**config.mk**
```make
export PLATFORM = sky130hd
export DESIGN_NAME = object_spawner_flat
export DESIGN_NICKNAME = d
export VERILOG_FILES = /design/src/rtl/object_spawner_if.sv /design/src/rtl/object_spawner.sv /design/src/flat_wrapper.sv
export SDC_FILE = /design/constraint.sdc
export NUM_CORES = 1
export LEC_CHECK = 0
export ABC_AREA = 0
export BUFFER_PORTS_ARGS = -buffer_cell sky130_fd_sc_hd__buf_2
export CELL_PAD_IN_SITES_DETAIL_PLACEMENT = 1
export CELL_PAD_IN_SITES_GLOBAL_PLACEMENT = 1
export CORE_UTILIZATION = 35
export CTS_BUF_LIST = sky130_fd_sc_hd__clkbuf_16
export CTS_CLUSTER_DIAMETER = 30
export DETAILED_ROUTE_END_ITERATION = 12
export GPL_TIMING_DRIVEN = 1
export PLACE_DENSITY = 0.86
export SLEW_MARGIN = 40
export SYNTH_ARGS = -nofsm -noshare
export SYNTH_HDL_FRONTEND = slang
export SYNTH_SLANG_ARGS = --single-unit
```
**constraint.sdc**
```tcl
create_clock -name clk -period 2.3 [get_ports clk]
set_input_delay 0.46 -clock clk [delete_from_list [all_inputs] [get_ports clk]]
set_output_delay 0.46 -clock clk [all_outputs]
set_load 0.005 [all_outputs]
```
**src/rtl/object_spawner_if.sv**
```systemverilog
// Launch-parameter bundle between the object spawner and the motion stage.
// The spawner is the master: it drives the parameters and takes en/obj_done.
interface object_spawner_if;
    logic        en;
    logic        obj_done;
    logic [9:0]  initposx;
    logic [8:0]  initposy;
    logic [31:0] Tx;
    logic [31:0] Ty;
    logic        dx;
    logic        dy;
    logic        spawn;
    logic        active;

    modport master (
        input  en, obj_done,
        output initposx, initposy, Tx, Ty, dx, dy, spawn, active
    );

    modport slave (
        output en, obj_done,
        input  initposx, initposy, Tx, Ty, dx, dy, spawn, active
    );
endinterface

```
**src/rtl/object_spawner.sv**
```systemverilog
// Picks pseudo-random launch parameters for one object and re-arms once the
// motion stage reports it finished.
//
// state | meaning
// IDLE  | launching disabled, waiting for en
// COUNT | gap timer running down to zero
// DRAW  | random word captured, parameters loaded at exit
// ISSUE | spawn pulse, new parameters valid
// HOLD  | object in flight, waiting for obj_done
module object_spawner #(
    parameter int unsigned SCREEN_W  = 640,
    parameter int unsigned X_MIN     = 64,
    parameter int unsigned X_SPAN    = 512,
    parameter int unsigned LAUNCH_Y  = 470,
    parameter int unsigned TX_BASE   = 200000,
    parameter int unsigned TY_BASE   = 100000,
    parameter int unsigned T_SHIFT   = 10,
    parameter int unsigned SPAWN_GAP = 50000000,
    parameter logic [15:0] LFSR_SEED = 16'hACE1
) (
    input  logic clk,
    input  logic rst,
    object_spawner_if.master sp
);
    localparam int unsigned GAP  = (SPAWN_GAP == 0) ? 1 : SPAWN_GAP;
    localparam logic [15:0] SEED = (LFSR_SEED == 16'h0) ? 16'hACE1 : LFSR_SEED;
    localparam logic [31:0] CNT_RELOAD = 32'(GAP - 1);

    typedef enum logic [2:0] {IDLE, COUNT, DRAW, ISSUE, HOLD} state_t;

    state_t      state, state_nxt;
    logic [31:0] cnt, cnt_nxt;
    logic [15:0] lfsr, lfsr_nxt;
    logic        load;
    logic [9:0]  x_new;
    logic [31:0] tx_new, ty_new;

    // Galois form of x^16+x^14+x^13+x^11+1, shifting right
    always_comb begin
        lfsr_nxt = {1'b0, lfsr[15:1]} ^ (lfsr[0] ? 16'hB400 : 16'h0000);
    end

    // Parameters come straight from the DRAW-cycle LFSR word so they are
    // already valid in the cycle spawn is high.
    always_comb begin
        x_new  = 10'(18'(X_MIN) + ((18'(lfsr[7:0]) * 18'(X_SPAN)) >> 8));
        tx_new = 32'(TX_BASE) + (32'(lfsr[13:8]) << T_SHIFT);
        ty_new = 32'(TY_BASE) + (32'(lfsr[15:14]) << T_SHIFT);
    end

    always_comb begin
        state_nxt = state;
        cnt_nxt   = cnt;
        load      = 1'b0;
        if (!sp.en) begin
            state_nxt = IDLE;
        end else begin
            case (state)
                IDLE: begin
                    state_nxt = COUNT;
                    cnt_nxt   = CNT_RELOAD;
                end
                COUNT: begin
                    if (cnt == 32'd0) state_nxt = DRAW;
                    else              cnt_nxt   = cnt - 32'd1;
                end
                DRAW: begin
                    state_nxt = ISSUE;
                    load      = 1'b1;
                end
                ISSUE: state_nxt = HOLD;
                HOLD: begin
                    if (sp.obj_done) begin
                        state_nxt = COUNT;
                        cnt_nxt   = CNT_RELOAD;
                    end
                end
                default: state_nxt = IDLE;
            endcase
        end
    end

    always_ff @(posedge clk) begin
        if (rst) begin
            state       <= IDLE;
            cnt         <= 32'd0;
            lfsr        <= SEED;
            sp.initposx <= 10'(SCREEN_W / 2);
            sp.initposy <= 9'(LAUNCH_Y);
            sp.Tx       <= 32'(TX_BASE);
            sp.Ty       <= 32'(TY_BASE);
            sp.dx       <= 1'b0;
            sp.dy       <= 1'b0;
            sp.spawn    <= 1'b0;
            sp.active   <= 1'b0;
        end else begin
            state     <= state_nxt;
            cnt       <= cnt_nxt;
            lfsr      <= lfsr_nxt;
            sp.spawn  <= (state_nxt == ISSUE);
            sp.active <= (state_nxt == ISSUE) || (state_nxt == HOLD);
            if (load) begin
                sp.initposx <= x_new;
                sp.initposy <= 9'(LAUNCH_Y);
                sp.Tx       <= tx_new;
                sp.Ty       <= ty_new;
                sp.dx       <= (x_new < 10'(SCREEN_W / 2));
                sp.dy       <= 1'b0;
            end
        end
    end
endmodule

```
**src/flat_wrapper.sv**
```systemverilog
// flat-port wrapper written by rule: the top's interface ports become plain ports
module object_spawner_flat 
#(
    parameter int unsigned SCREEN_W  = 640,
    parameter int unsigned X_MIN     = 64,
    parameter int unsigned X_SPAN    = 512,
    parameter int unsigned LAUNCH_Y  = 470,
    parameter int unsigned TX_BASE   = 200000,
    parameter int unsigned TY_BASE   = 100000,
    parameter int unsigned T_SHIFT   = 10,
    parameter int unsigned SPAWN_GAP = 50000000,
    parameter logic [15:0] LFSR_SEED = 16'hACE1
)
  (clk, rst, sp_en, sp_obj_done, sp_initposx, sp_initposy, sp_Tx, sp_Ty, sp_dx, sp_dy, sp_spawn, sp_active);
  object_spawner_if sp_i ();
  input  logic clk;
  input  logic rst;
  input wire logic [$bits(sp_i.en)-1:0] sp_en;
  input wire logic [$bits(sp_i.obj_done)-1:0] sp_obj_done;
  output wire logic [$bits(sp_i.initposx)-1:0] sp_initposx;
  output wire logic [$bits(sp_i.initposy)-1:0] sp_initposy;
  output wire logic [$bits(sp_i.Tx)-1:0] sp_Tx;
  output wire logic [$bits(sp_i.Ty)-1:0] sp_Ty;
  output wire logic [$bits(sp_i.dx)-1:0] sp_dx;
  output wire logic [$bits(sp_i.dy)-1:0] sp_dy;
  output wire logic [$bits(sp_i.spawn)-1:0] sp_spawn;
  output wire logic [$bits(sp_i.active)-1:0] sp_active;
  assign sp_i.en = sp_en;
  assign sp_i.obj_done = sp_obj_done;
  assign sp_initposx = sp_i.initposx;
  assign sp_initposy = sp_i.initposy;
  assign sp_Tx = sp_i.Tx;
  assign sp_Ty = sp_i.Ty;
  assign sp_dx = sp_i.dx;
  assign sp_dy = sp_i.dy;
  assign sp_spawn = sp_i.spawn;
  assign sp_active = sp_i.active;
  object_spawner #(.SCREEN_W(SCREEN_W), .X_MIN(X_MIN), .X_SPAN(X_SPAN), .LAUNCH_Y(LAUNCH_Y), .TX_BASE(TX_BASE), .TY_BASE(TY_BASE), .T_SHIFT(T_SHIFT), .SPAWN_GAP(SPAWN_GAP), .LFSR_SEED(LFSR_SEED)) u_core (.clk(clk), .rst(rst), .sp(sp_i));
endmodule
```
==> results.py <==
metrics = {
    "status": {
        "status": "finished with violations",
        "violations": "negative setup slack",
    },
    "timing": {
        "timing.fmax_mhz": 426,
        "timing.final.ws_setup_ps": -45.4,
        "rsz0062_at_grt": "true",
        "fin_worst_skew_ps": 5.50,
        "fin_crit_sh_pct": 102,
        "finalMaxSlewViolations": 0,
        "worst_slew_pin_slew_ps": 707,
        "setup_viol": 2,
        "fin_crit_ps": 2350,
        "slew_headroom_pct": 52.9,
        "final_hold_viol_count": 0,
    },
    "logic_synthesis": {
        "ys_types": 49,
        "ys_ff_latch": 75,
        "synth.most_common_cell": "dfxtp_1",
        "synth_cells": 439,
        "async_flop_share_pct": 0,
        "syn-cell-area_um2": 3720,
        "yosysWarnings": 0,
        "yosysTopAreaCellShare_pct": 40.3,
        "yosysSeqAreaShare_pct": 40.3,
        "synth_edf_count": 0,
        "yosysTopAreaCell": "dfxtp_1",
        "synth_area_leaders": "dfxtp_1, buf_4, a21oi_1, nand2_1, a311oi_1",
        "avgSynthCellArea_um2": 8.48,
        "ys.flop_type": "dfxtp_1",
        "synth_common_cells": "dfxtp_1, buf_4, nand2_1",
    },
    "floorplan": {
        "rows": 37,
        "core_area_um2": 10300,
        "initial_core_util_pct": 36.1,
        "dieArea_um2": 11100,
        "design.portCount": 91,
        "chipWidth_um": 105,
        "dieHeight_um": 105,
    },
    "worst_setup_path": {
        "r2r_start": "u_core.cnt[17]",
        "crit_required_ps": 2570,
        "crit_start": "u_core.cnt[17]",
        "crit_path_end_kind": "register",
        "cp_slowest_cell": "or4_4",
        "critPathLaunchType": "register",
        "critPathMaxFanout": 9,
        "cp_slowest_stage_delay_ps": 540,
        "path_common_cell": "buf_4",
        "cp.arrival_ps": 2620,
        "reg2reg_slack_ps": -50,
        "criticalPathCategory": "reg2reg",
        "cp_cell_sequence": "or4_4 > buf_6 > nor4_4 > buf_4 > buf_4 > a41o_1 > buf_4 > o311ai_0 > nand2_1",
    },
    "worst_hold_path": {
        "hold_start": "u_core.lfsr[1]",
        "min_path_type": "reg2reg",
    },
    "cts": {
        "h-tree-depth": 3,
        "root_buffer": "clkbuf_16",
        "cts.sinks": 75,
        "numCtsBuffers": 9,
        "cts_tree": "built",
        "clock_latency_ps": 340,
        "clock_path_buffers": 2,
        "path_clk_slew_ps": 60,
    },
    "placed_design": {
        "hpwlAfterDp_um": 6320,
        "place.gp.congestion": 0.779,
        "dpl_cell_area_um2": 3920,
        "dp_cells": 605,
        "port_buffers": 27,
        "place_ws_ps": -162,
    },
    "global_routing": {
        "grt_pass1_vias": 3164,
        "grt_antenna_before_repair": 0,
        "grt_max_degree": 49,
        "grt-ovfl-total": 0,
        "grt_usage_pct": 16.8,
        "grt_pass1_wl_um": 14700,
    },
    "detailed_routing": {
        "ant_nets": 0,
        "firstDrtPassIters": 4,
        "viasPerCell": 5.13,
        "wirelength_um": 9440,
        "drt_iter0_drc": 150,
        "dr_total_vias": 3203,
        "drc": 0,
        "routedWlPerCell_um": 15.1,
    },
    "layout": {
        "multi_input_area_um2": 1970,
        "fin_nets": 491,
        "drive_gt1_share_pct": 22.5,
        "insertedDiodeCount": 0,
        "register_area_um2": 1510,
        "nFillCells": 1231,
        "instances_no_fill": 624,
        "final_area_um2": 4350,
        "area_delta_synth_final_pct": 16.7,
    },
    "job": {
        "drv_cap": 0,
    },
    "pwr": {
        "power.density_nw_per_um2": 756,
        "finalPower_mw": 3.28,
        "leakagePower_nw": 1.80,
        "ir_drop_mv": 0.498,
    },
}
[report_power, final]
group | switching (mW) | leakage [nW] | internal, mW
combinational | 0.259 | 1.03 | 0.180
clock | 0.581 | 0.148 | 0.848
sequential | 0.0643 | 0.615 | 1.35
[final cells by class]
| class | count | area share, % |
|---|---|---|
| multi-input combinational | 329 | 45.2 |
| tap | 136 | 3.91 |
| clock buffer | 9 | 5.18 |
| timing repair buffer | 57 | 8.41 |
| sequential | 75 | 34.6 |
| clock inverter | 7 | 1.70 |
| inverter | 11 | 0.950 |
[sequential cells by signal, indices dropped and copies added, names as in the netlist]
register	count
u_core.cnt	32
u_core.lfsr	16
u_core.sp.Tx	9
u_core.sp.initposx	9
u_core.sp.Ty	3
u_core.state	3
u_core.sp.active	1
u_core.sp.dx	1
u_core.sp.spawn	1
[cells in the final DEF, fill, tap and decap left out, types with 2 or more instances in the layout]
master,instances
dfxtp_1,72
conb_1,63
nand2_1,42
a21oi_1,36
nor2_1,29
buf_2,28
buf_4,27
o21ai_0,13
or2_2,12
a311oi_1,12
inv_1,11
nor2b_1,9
clkbuf_16,9
or3_1,8
o31ai_1,7
or4_1,6
nand2b_1,6
o211ai_1,6
a211oi_1,6
nor3_1,5
xnor2_1,5
nand4b_1,4
or4_4,4
nand4_1,4
ha_1,4
a31oi_1,3
nor3_2,3
and3_1,3
xor2_1,3
inv_6,3
dfxtp_2,3
nor4_1,2
nor4_4,2
a41oi_2,2
o31ai_2,2
and4b_1,2
o41ai_1,2
mux2i_1,2
a311oi_2,2
buf_6,2
[worst max-delay path: cells and delay by family (launching register included)]
kind	cells	cell delay, ps
and+or+nand+nor	3	950
AOI/OAI and AO/OA	2	390
buffers and inverters	4	600
DFF	1	320
[layer usage]
metal / share of wire [%] / global-route usage, %
met1: 43 / 18.6
met2: 52 / 30.3
met3: 3.2 / 3.62
met4: 1.6 / 8.05
met5: 0 / 0
[worst paths after layout]
kind | to | cells past startpoint
setup / recovery | u_core.cnt[18] | 9
setup reg to reg | u_core.cnt[18] | 9
hold reg to reg | u_core.lfsr[0] | 1
hold / removal | u_core.lfsr[0] | 1
[repair_timing]
action                                  4_1_cts  5_1_grt
pin swaps                                     4        9
buffers inserted                              0        2
cloned                                        0        1
resized for setup                             4       21
endpoints found under the setup margin       12       24
hold buffers                                  0        0
[through the flow]
step	TNS (ps)	utilization [%]	hold slack (ps)
after global routing	-690	42.1	456
after CTS	0	41.0	437
after global placement	-159	38.0	423
after floorplan	-103	-	417
after detailed placement	-688	38.0	433
final	-47.1	42.1	448
[logic make-up (layout without fill, tap and decap cells)]
kind of cell | after synthesis | count (layout) | share of synthesized area [%]
AO/OA/AOI/OAI | 101 | 101 | 17.7
XOR/XNOR | 8 | 8 | 1.88
adder cells (fa/ha/maj) | 4 | 4 | 1.34
buffers and inverters | 96 | 84 | 16.1
flip-flops | 75 | 75 | 40.3
multiplexers | 2 | 2 | 0.538
other | 2 | 63 | 0.202
AND/OR/NAND/NOR | 151 | 151 | 21.8
(Power assumes the default switching activity.)
